`src/rtl/hilo_pipe_pkg.sv`:
```
// Shared HI/LO constants: default data width and default register reset value.
// No logic here; imported by the pipeline top and its stage entry.
package hilo_pipe_pkg;

    localparam int          LENGTH         = 32;
    localparam logic [31:0] INITIAL_VAL_32 = 32'd0;

endpackage

```
`src/rtl/hilo_stage.sv`:
```
// One HI/LO pipeline entry: registered, 1-cycle latency; holds on stall, flush drops control bits.
// Write enables are stored pre-gated by valid so a bubble can never carry a live enable.
module hilo_stage
    import hilo_pipe_pkg::*;
#(
    parameter int               WIDTH     = LENGTH,
    parameter logic [WIDTH-1:0] RESET_VAL = WIDTH'(INITIAL_VAL_32)
) (
    input  logic             clk,
    input  logic             rst_n,
    input  logic             stall,
    input  logic             flush,
    input  logic             valid_d,
    input  logic             hi_wen_d,
    input  logic             lo_wen_d,
    input  logic [WIDTH-1:0] hi_d,
    input  logic [WIDTH-1:0] lo_d,
    output logic             valid_q,
    output logic             hi_wen_q,
    output logic             lo_wen_q,
    output logic [WIDTH-1:0] hi_q,
    output logic [WIDTH-1:0] lo_q
);

    always_ff @(posedge clk or negedge rst_n) begin
        if (!rst_n) begin
            valid_q  <= 1'b0;
            hi_wen_q <= 1'b0;
            lo_wen_q <= 1'b0;
            hi_q     <= RESET_VAL;
            lo_q     <= RESET_VAL;
        end else if (flush) begin
            valid_q  <= 1'b0;
            hi_wen_q <= 1'b0;
            lo_wen_q <= 1'b0;
        end else if (!stall) begin
            valid_q  <= valid_d;
            hi_wen_q <= hi_wen_d & valid_d;
            lo_wen_q <= lo_wen_d & valid_d;
            hi_q     <= hi_d;
            lo_q     <= lo_d;
        end
    end

endmodule

```
`src/rtl/hilo_pipe.sv`:
```
// HI/LO write pipeline with commit and youngest-first read forwarding; STAGES edges input to output.
// stall_in freezes every stage; flush_in kills in-flight entries but never blocks the last-stage commit.
module hilo_pipe
    import hilo_pipe_pkg::*;
#(
    parameter int               WIDTH     = LENGTH,
    parameter int               STAGES    = 3,
    parameter logic [WIDTH-1:0] RESET_VAL = WIDTH'(INITIAL_VAL_32)
) (
    input  logic             clk,
    input  logic             rst_n,
    input  logic             stall_in,
    input  logic             flush_in,
    input  logic             valid_in,
    input  logic             hi_wen_in,
    input  logic             lo_wen_in,
    input  logic [WIDTH-1:0] hi_in,
    input  logic [WIDTH-1:0] lo_in,
    output logic             valid_out,
    output logic             hi_wen_out,
    output logic             lo_wen_out,
    output logic [WIDTH-1:0] hi_out,
    output logic [WIDTH-1:0] lo_out,
    output logic [WIDTH-1:0] hi_q,
    output logic [WIDTH-1:0] lo_q,
    output logic [WIDTH-1:0] hi_rd,
    output logic [WIDTH-1:0] lo_rd
);

    // Chain index 0 is the input slot; index k (1..STAGES) is the output of stage k-1.
    logic [STAGES:0] c_v;
    logic [STAGES:0] c_hw;
    logic [STAGES:0] c_lw;
    logic [WIDTH-1:0] c_h [STAGES+1];
    logic [WIDTH-1:0] c_l [STAGES+1];
    logic            commit;

    assign c_v[0]  = valid_in;
    assign c_hw[0] = hi_wen_in;
    assign c_lw[0] = lo_wen_in;
    assign c_h[0]  = hi_in;
    assign c_l[0]  = lo_in;

    for (genvar k = 0; k < STAGES; k++) begin : g_stage
        hilo_stage #(
            .WIDTH     (WIDTH),
            .RESET_VAL (RESET_VAL)
        ) u_stage (
            .clk      (clk),
            .rst_n    (rst_n),
            .stall    (stall_in),
            .flush    (flush_in),
            .valid_d  (c_v[k]),
            .hi_wen_d (c_hw[k]),
            .lo_wen_d (c_lw[k]),
            .hi_d     (c_h[k]),
            .lo_d     (c_l[k]),
            .valid_q  (c_v[k+1]),
            .hi_wen_q (c_hw[k+1]),
            .lo_wen_q (c_lw[k+1]),
            .hi_q     (c_h[k+1]),
            .lo_q     (c_l[k+1])
        );
    end

    assign valid_out  = c_v[STAGES];
    assign hi_wen_out = c_hw[STAGES];
    assign lo_wen_out = c_lw[STAGES];
    assign hi_out     = c_h[STAGES];
    assign lo_out     = c_l[STAGES];

    assign commit = c_v[STAGES] & (~stall_in | flush_in);

    always_ff @(posedge clk or negedge rst_n) begin
        if (!rst_n) begin
            hi_q <= RESET_VAL;
            lo_q <= RESET_VAL;
        end else if (commit) begin
            if (c_hw[STAGES]) hi_q <= c_h[STAGES];
            if (c_lw[STAGES]) lo_q <= c_l[STAGES];
        end
    end

    // Scan oldest to youngest so the youngest matching writer wins.
    always_comb begin
        hi_rd = hi_q;
        lo_rd = lo_q;
        for (int k = STAGES; k >= 1; k--) begin
            if (c_v[k] && c_hw[k]) hi_rd = c_h[k];
            if (c_v[k] && c_lw[k]) lo_rd = c_l[k];
        end
    end

endmodule

```
`config.mk`:
```
export PLATFORM = sky130hd
export DESIGN_NAME = hilo_pipe
export DESIGN_NICKNAME = d
export VERILOG_FILES = /design/src/rtl/hilo_pipe_pkg.sv /design/src/rtl/hilo_stage.sv /design/src/rtl/hilo_pipe.sv
export SDC_FILE = /design/constraint.sdc
export NUM_CORES = 1
export LEC_CHECK = 0
export ABC_AREA = 1
export BUFFER_PORTS_ARGS = -buffer_cell sky130_fd_sc_hd__buf_2
export CAP_MARGIN = 20
export CORE_AREA = 5 5 215 217
export DETAILED_ROUTE_END_ITERATION = 8
export DIE_AREA = 0 0 220 222
export PLACE_DENSITY_LB_ADDON = 0.12
export SLEW_MARGIN = 10
export SYNTH_ARGS = -nofsm -noshare
export SYNTH_HDL_FRONTEND = slang
export SYNTH_SLANG_ARGS = --single-unit
```
`constraint.sdc`:
```
create_clock -name clk -period 1.4 [get_ports clk]
set_input_delay 0 -clock clk [delete_from_list [all_inputs] [get_ports clk]]
set_output_delay 0 -clock clk [all_outputs]
set_load 0.02 [all_outputs]
```
After elaboration in Yosys (flattened, before gate mapping)
Index checks and enable logic that the tools add are counted.
{"block": "word_totals", "output_inout_bits": 195, "word_cells": 61, "register_bits": 265}
{"block": "classes", "eq_ne": 1, "muxes": 24, "n_bitwise": 10, "n_reduce_logical": 9}
{"op": "$mux 32", "n": 6}
{"op": "$mux 1", "n": 18}
{"op": "$and 1x1->1", "n": 7}
{"op": "$logic_and 1x1->1", "n": 6}
{"op": "$reduce_and 2->1", "n": 3}
{"op": "$ne 2x1->1 const B", "n": 1}
{"op": "$not 1->1", "n": 2}
{"op": "$or 1x1->1", "n": 1}

Depth between registers and ports, before layout
{"block": "depth", "depth_word": 4, "mapped_depth": 7}

Modules after synthesis
A second synthesis with hierarchy kept.
{"block": "hier_totals", "hier_cells": 1713, "area_unflattened_um2": 12808.5}
{"mod": "hilo_stage", "seq_area_each_um2": 1676.6, "area_per_inst_um2": 2660.1, "cells_each": 292, "n_inst": 3}
{"mod": "hilo_pipe", "seq_area_each_um2": 1601.5, "area_per_inst_um2": 4828.4, "cells_each": 837, "n_inst": 1}

Worst setup path after synthesis
OpenSTA, ideal clock, no wires.
{"block": "synth_path", "path_type": "register to output", "from": "register g_stage[2].u_stage.valid_q", "to": "output port hi_rd[15]", "path_buffers": 3, "path_stages_with_launch": 8, "t_required_ps": 1400, "arrival_ps": 1325, "path_slack_ps": 75, "path_cell_list": "dfrtp_1 -> buf_4 -> buf_2 -> buf_4 -> nand3_1 -> nand3_1 -> nand2_1 -> nand2_1"}
{"block": "synth_via", "elab_chain_len": 4}
{"element": "start, declared", "line": "hilo_stage.sv:18", "source": "output logic valid_q,"}
{"element": "start signal, assigned", "line": "hilo_stage.sv:37", "source": "valid_q <= valid_d;"}
{"element": "$logic_and 1x1->1", "line": "hilo_pipe.sv:89", "source": "if (c_v[k] && c_hw[k]) hi_rd = c_h[k];"}
{"element": "$mux 32 (3 in series)", "line": "hilo_pipe.sv:89"}
{"element": "end, declared", "line": "hilo_pipe.sv:26", "source": "output logic [WIDTH-1:0] hi_rd,"}
Every way passes these cells.

Worst setup path after layout
{"block": "layout_path", "from": "register g_stage[2].u_stage.valid_q", "to": "output port lo_rd[16]"}
{"block": "layout_via", "elab_chain_len": 4}
{"element": "$logic_and 1x1->1", "line": "hilo_pipe.sv:90", "source": "if (c_v[k] && c_lw[k]) lo_rd = c_l[k];"}
{"element": "$mux 32 (3 in series)", "line": "hilo_pipe.sv:90"}
{"element": "end, declared", "line": "hilo_pipe.sv:27", "source": "output logic [WIDTH-1:0] lo_rd"}
Every way passes these cells.

==> metrics.csv <==
stage;metric;value;unit
critical_path;Critical Path Max Stage Delay;0.45;ns
place;HPWL after DPL;26.4;mm
clock_tree;TritonCTS clock tree;yes;
clock_tree;worst skew pair latency;0.53;ns
detailed_routing;drt initial violations;693;
die;Ports;266;
sta;hold_ws;0.136;ns
logic_synthesis;warning count from the yosys run;0;
sta;f_max;0.545;GHz
die;area of the die;48800;um2
logic_synthesis;share of the synthesized area in the top cell type;0.508;
sta;Final min period;1.83;ns
die;Die H;222;um
detailed_routing;vias per inst;4.49;
final_layout;Final nets;2043;
flow_run;Max Cap Viol;0;
place;# placed instances;2419;
logic_synthesis;number of synthesized flops with an enable pin;0;
logic_synthesis;post-synthesis xor/xnor area fraction;0;
clock_tree;Root Driver;clkbuf_16;
final_layout;area delta synth->final;40.8;%
critical_path;slowest CP cell;dfrtp_2;
critical_path;RR Endpoint;hi_q[4]$_DFFE_PN0P_;
logic_synthesis;Post-Synth Adder-Cell Area;0;
pwr;NetSw;6.24;mW
critical_path;startpoint class of the critical path;flop;
logic_synthesis;synthesized net count;1754;
hold_path;HP Class;primary input to async pin;
critical_path;Crit. End Element;primary output;
pwr;total power;21.3;mW
critical_path;worst reg2reg setup slack;-0.02;ns
die;Initial Util;0.297;
clock_tree;maximum root-to-sink buffer count;3;
logic_synthesis;post-synthesis sequential area ratio;0.508;
logic_synthesis;ys flop type;dfrtp_1;
logic_synthesis;Mapped Area;13100;um2
pwr;Logic pwr share;0.146;
logic_synthesis;multiplexer area fraction after synthesis;0;
sta;Slew Viols, Final;0;
global_routing;Total GRT Usage;0.175;
critical_path;RR Startpoint;g_stage[2].u_stage.valid_q$_DFFE_PN0P_;
critical_path;Crit. Startpoint;g_stage[2].u_stage.valid_q$_DFFE_PN0P_;
logic_synthesis;top-count cell post-synth;nand2_1;
status;status;finished with violations;
place;GP Congestion;0.778;
logic_synthesis;mean area per synthesized cell;7.76;um2
die;row cnt;77;
status;violated checks;negative setup slack;
logic_synthesis;largest family of logic cells by synthesized area;simple AND/OR/NAND/NOR gates;
pwr;clock power share;0.413;
global_routing;vias in the first global route;11600;
logic_synthesis;Synth area leaders;dfrtp_1 (51%), nand2_1 (22%), nand3_1 (5.2%);
clock_tree;CTS buffer count;34;
sta;clk_skew;0.0156;ns
place;placed inst area;14800;um2
pwr;sw frac;0.293;
final_layout;final core occ;0.419;
detailed_routing;vias;11600;
detailed_routing;drt pass-1 iters;5;
logic_synthesis;leading area contributor after synthesis;dfrtp_1;
sta;period utilisation layout;1.31;
sta;Finish-stage setup viols;74;
final_layout;fin area;18400;um2
critical_path;Worst Setup EP;lo_rd[16];
logic_synthesis;Gate Count Post-Synth;1683;
logic_synthesis;Synth top cells by count;nand2_1 (777), dfrtp_1 (265), nand3_1 (137);
detailed_routing;number of routed nets with antenna violations;0;
logic_synthesis;Cell variety after synth;18;
place;I/O Buffers;265;
pwr;sequential cell fraction of total power;0.442;
critical_path;R2R depth;6;
clock_tree;total clock sinks;265;
die;CORE AREA;43900;um2
detailed_routing;final WL;44.6;mm
critical_path;WP data arrival;1.83;ns
final_layout;Fillers;4579;
logic_synthesis;asr flop ratio synth;1.00;
detailed_routing;wire per inst;17.2;um
pwr;worst vdd ir;0.000618;V
pwr;P_leak;9.64;nW
sta;Slew HR;0.768;
global_routing;initial antenna violation count;1;
pwr;Int Pwr;15.1;mW
sta;actual slew at the worst max-slew pin;0.344;ns
critical_path;critical path type;flop to primary output;
global_routing;first-pass GRT wire length;68.0;mm
critical_path;CP Max Fanout;7;
die;die extent in x;220;um
logic_synthesis;Simple-Gate Fraction of Synth Area;0.318;
sta;Final Hold Viols;0;
critical_path;worst path cell trace;buf_12 > nand2_8 > buf_8 > buf_6 > nand2_2 > nand3_2 > nand2_1 > nand2_1 > buf_6;
final_layout;ratio of cells with drive above 1 in the final layout;0.317;
global_routing;pin count of the biggest net entering global routing;76;
logic_synthesis;Compound-Gate Fraction of Synth Area;0.0702;
critical_path;Req. time, crit path;1.40;ns
logic_synthesis;#FFs+latches synth;265;
final_layout;Final Non-Filler Cells;2586;
pwr;Pwr Density;1160;nW/um2
global_routing;global route overflow;0;
clock_tree;CTS H-Tree Depth;2;
sta;final worst setup slack;-0.435;ns
clock_tree;clock slew at reported path FFs;0.06;ns
detailed_routing;drt drc;0;
sta;RSZ-0062 raised after global routing;true;
==> worst max-delay path: cells and delay by family (launching register included) <==
family,cells,cell delay [ns]
buffers and inverters,4,0.54
flip-flops,1,0.45
AND/OR/NAND/NOR,5,0.30
==> per-layer routing <==
layer / up-vias / wire [um] / global-route usage
met2: 310 / 21100 / 0.289
met4: 0 / 1270 / 0.0483
met1: 5490 / 19600 / 0.233
li1: 5737 / - / -
met5: - / 0 / 0
met3: 75 / 2550 / 0.0339
==> cell type report <==
class,count,area (um2),share of cell area
Sequential cell,265,6640,0.361
Multi-Input combinational cell,1181,5730,0.311
Timing Repair Buffer,420,3920,0.213
Clock buffer,51,1020,0.0552
Tap cell,592,741,0.0403
Inverter,70,275,0.0150
Clock inverter,6,83.8,0.00456
Antenna cell,1,2.50,0.000136
==> stage by stage <==
step / setup TNS [ns] / setup slack, ns
2_1_floorplan: 0 / 0.0754
3_3_place_gp: 0 / 0.0372
3_5_place_dp: 0 / 0.0611
4_1_cts: -26.18 / -0.454
5_1_grt: -30.63 / -0.538
6_report: -23.32 / -0.435
==> how the worst min path moves through the flow <==
stage	start	endpoint	slack (ns)	cells after the start
floorplan	rst_n	g_stage[0].u_stage.hi_q[0]$_DFFE_PN0P_	-0.30	0
global placement	rst_n	hi_q[10]$_DFFE_PN0P_	-0.1	1
detailed placement	rst_n	hi_q[10]$_DFFE_PN0P_	-0.09	1
CTS	rst_n	hi_q[10]$_DFFE_PN0P_	0.1	3
global route	rst_n	hi_q[10]$_DFFE_PN0P_	0.13	3
finish	rst_n	hi_q[10]$_DFFE_PN0P_	0.14	3
==> power by group through the flow <==
stage,registers [mW],logic [mW],clock network [mW]
finish,9.43,3.10,8.80
global route,9.56,3.49,9.39
CTS,9.41,3.13,9.11
detailed placement,9.51,2.84,0
global placement,9.51,2.81,0
floorplan,9.31,2.18,0
==> state kept, by name, indices dropped and copies added, names as in the netlist <==
signal,cells
g_stage.u_stage.hi_q,96
hi_q,32
g_stage.u_stage.valid_q,3
g_stage.u_stage.lo_wen_q,3
g_stage.u_stage.lo_q,96
g_stage.u_stage.hi_wen_q,3
lo_q,32
==> layout by cell type, fill, tap and decap left out, drive strengths merged <==
master,instances
nand2,778
buf,340
dfrtp,265
nand3,139
o21ai,134
nor2,129
dlygate4sd3,74
inv,71
clkbuf,57
clkinv,3
bufinv,2
diode,1
o22ai,1
==> what timing repair did <==
item	4_1_cts	5_1_grt
hold buffers	75	0
resized for setup	266	97
endpoints found under the hold margin	338	0
setup endpoints to repair	67	109
buffers inserted	12	8
cloned	11	6
pin swaps	61	58
==> cell families (layout without fill, tap and decap cells) <==
group,Yosys count,count (layout)
AND/OR/NAND/NOR,1046,1046
flip-flops,265,265
AO/OA/AOI/OAI,135,135
buffers and inverters,237,547
other,0,1
Power figures use the tool's default switching activity.
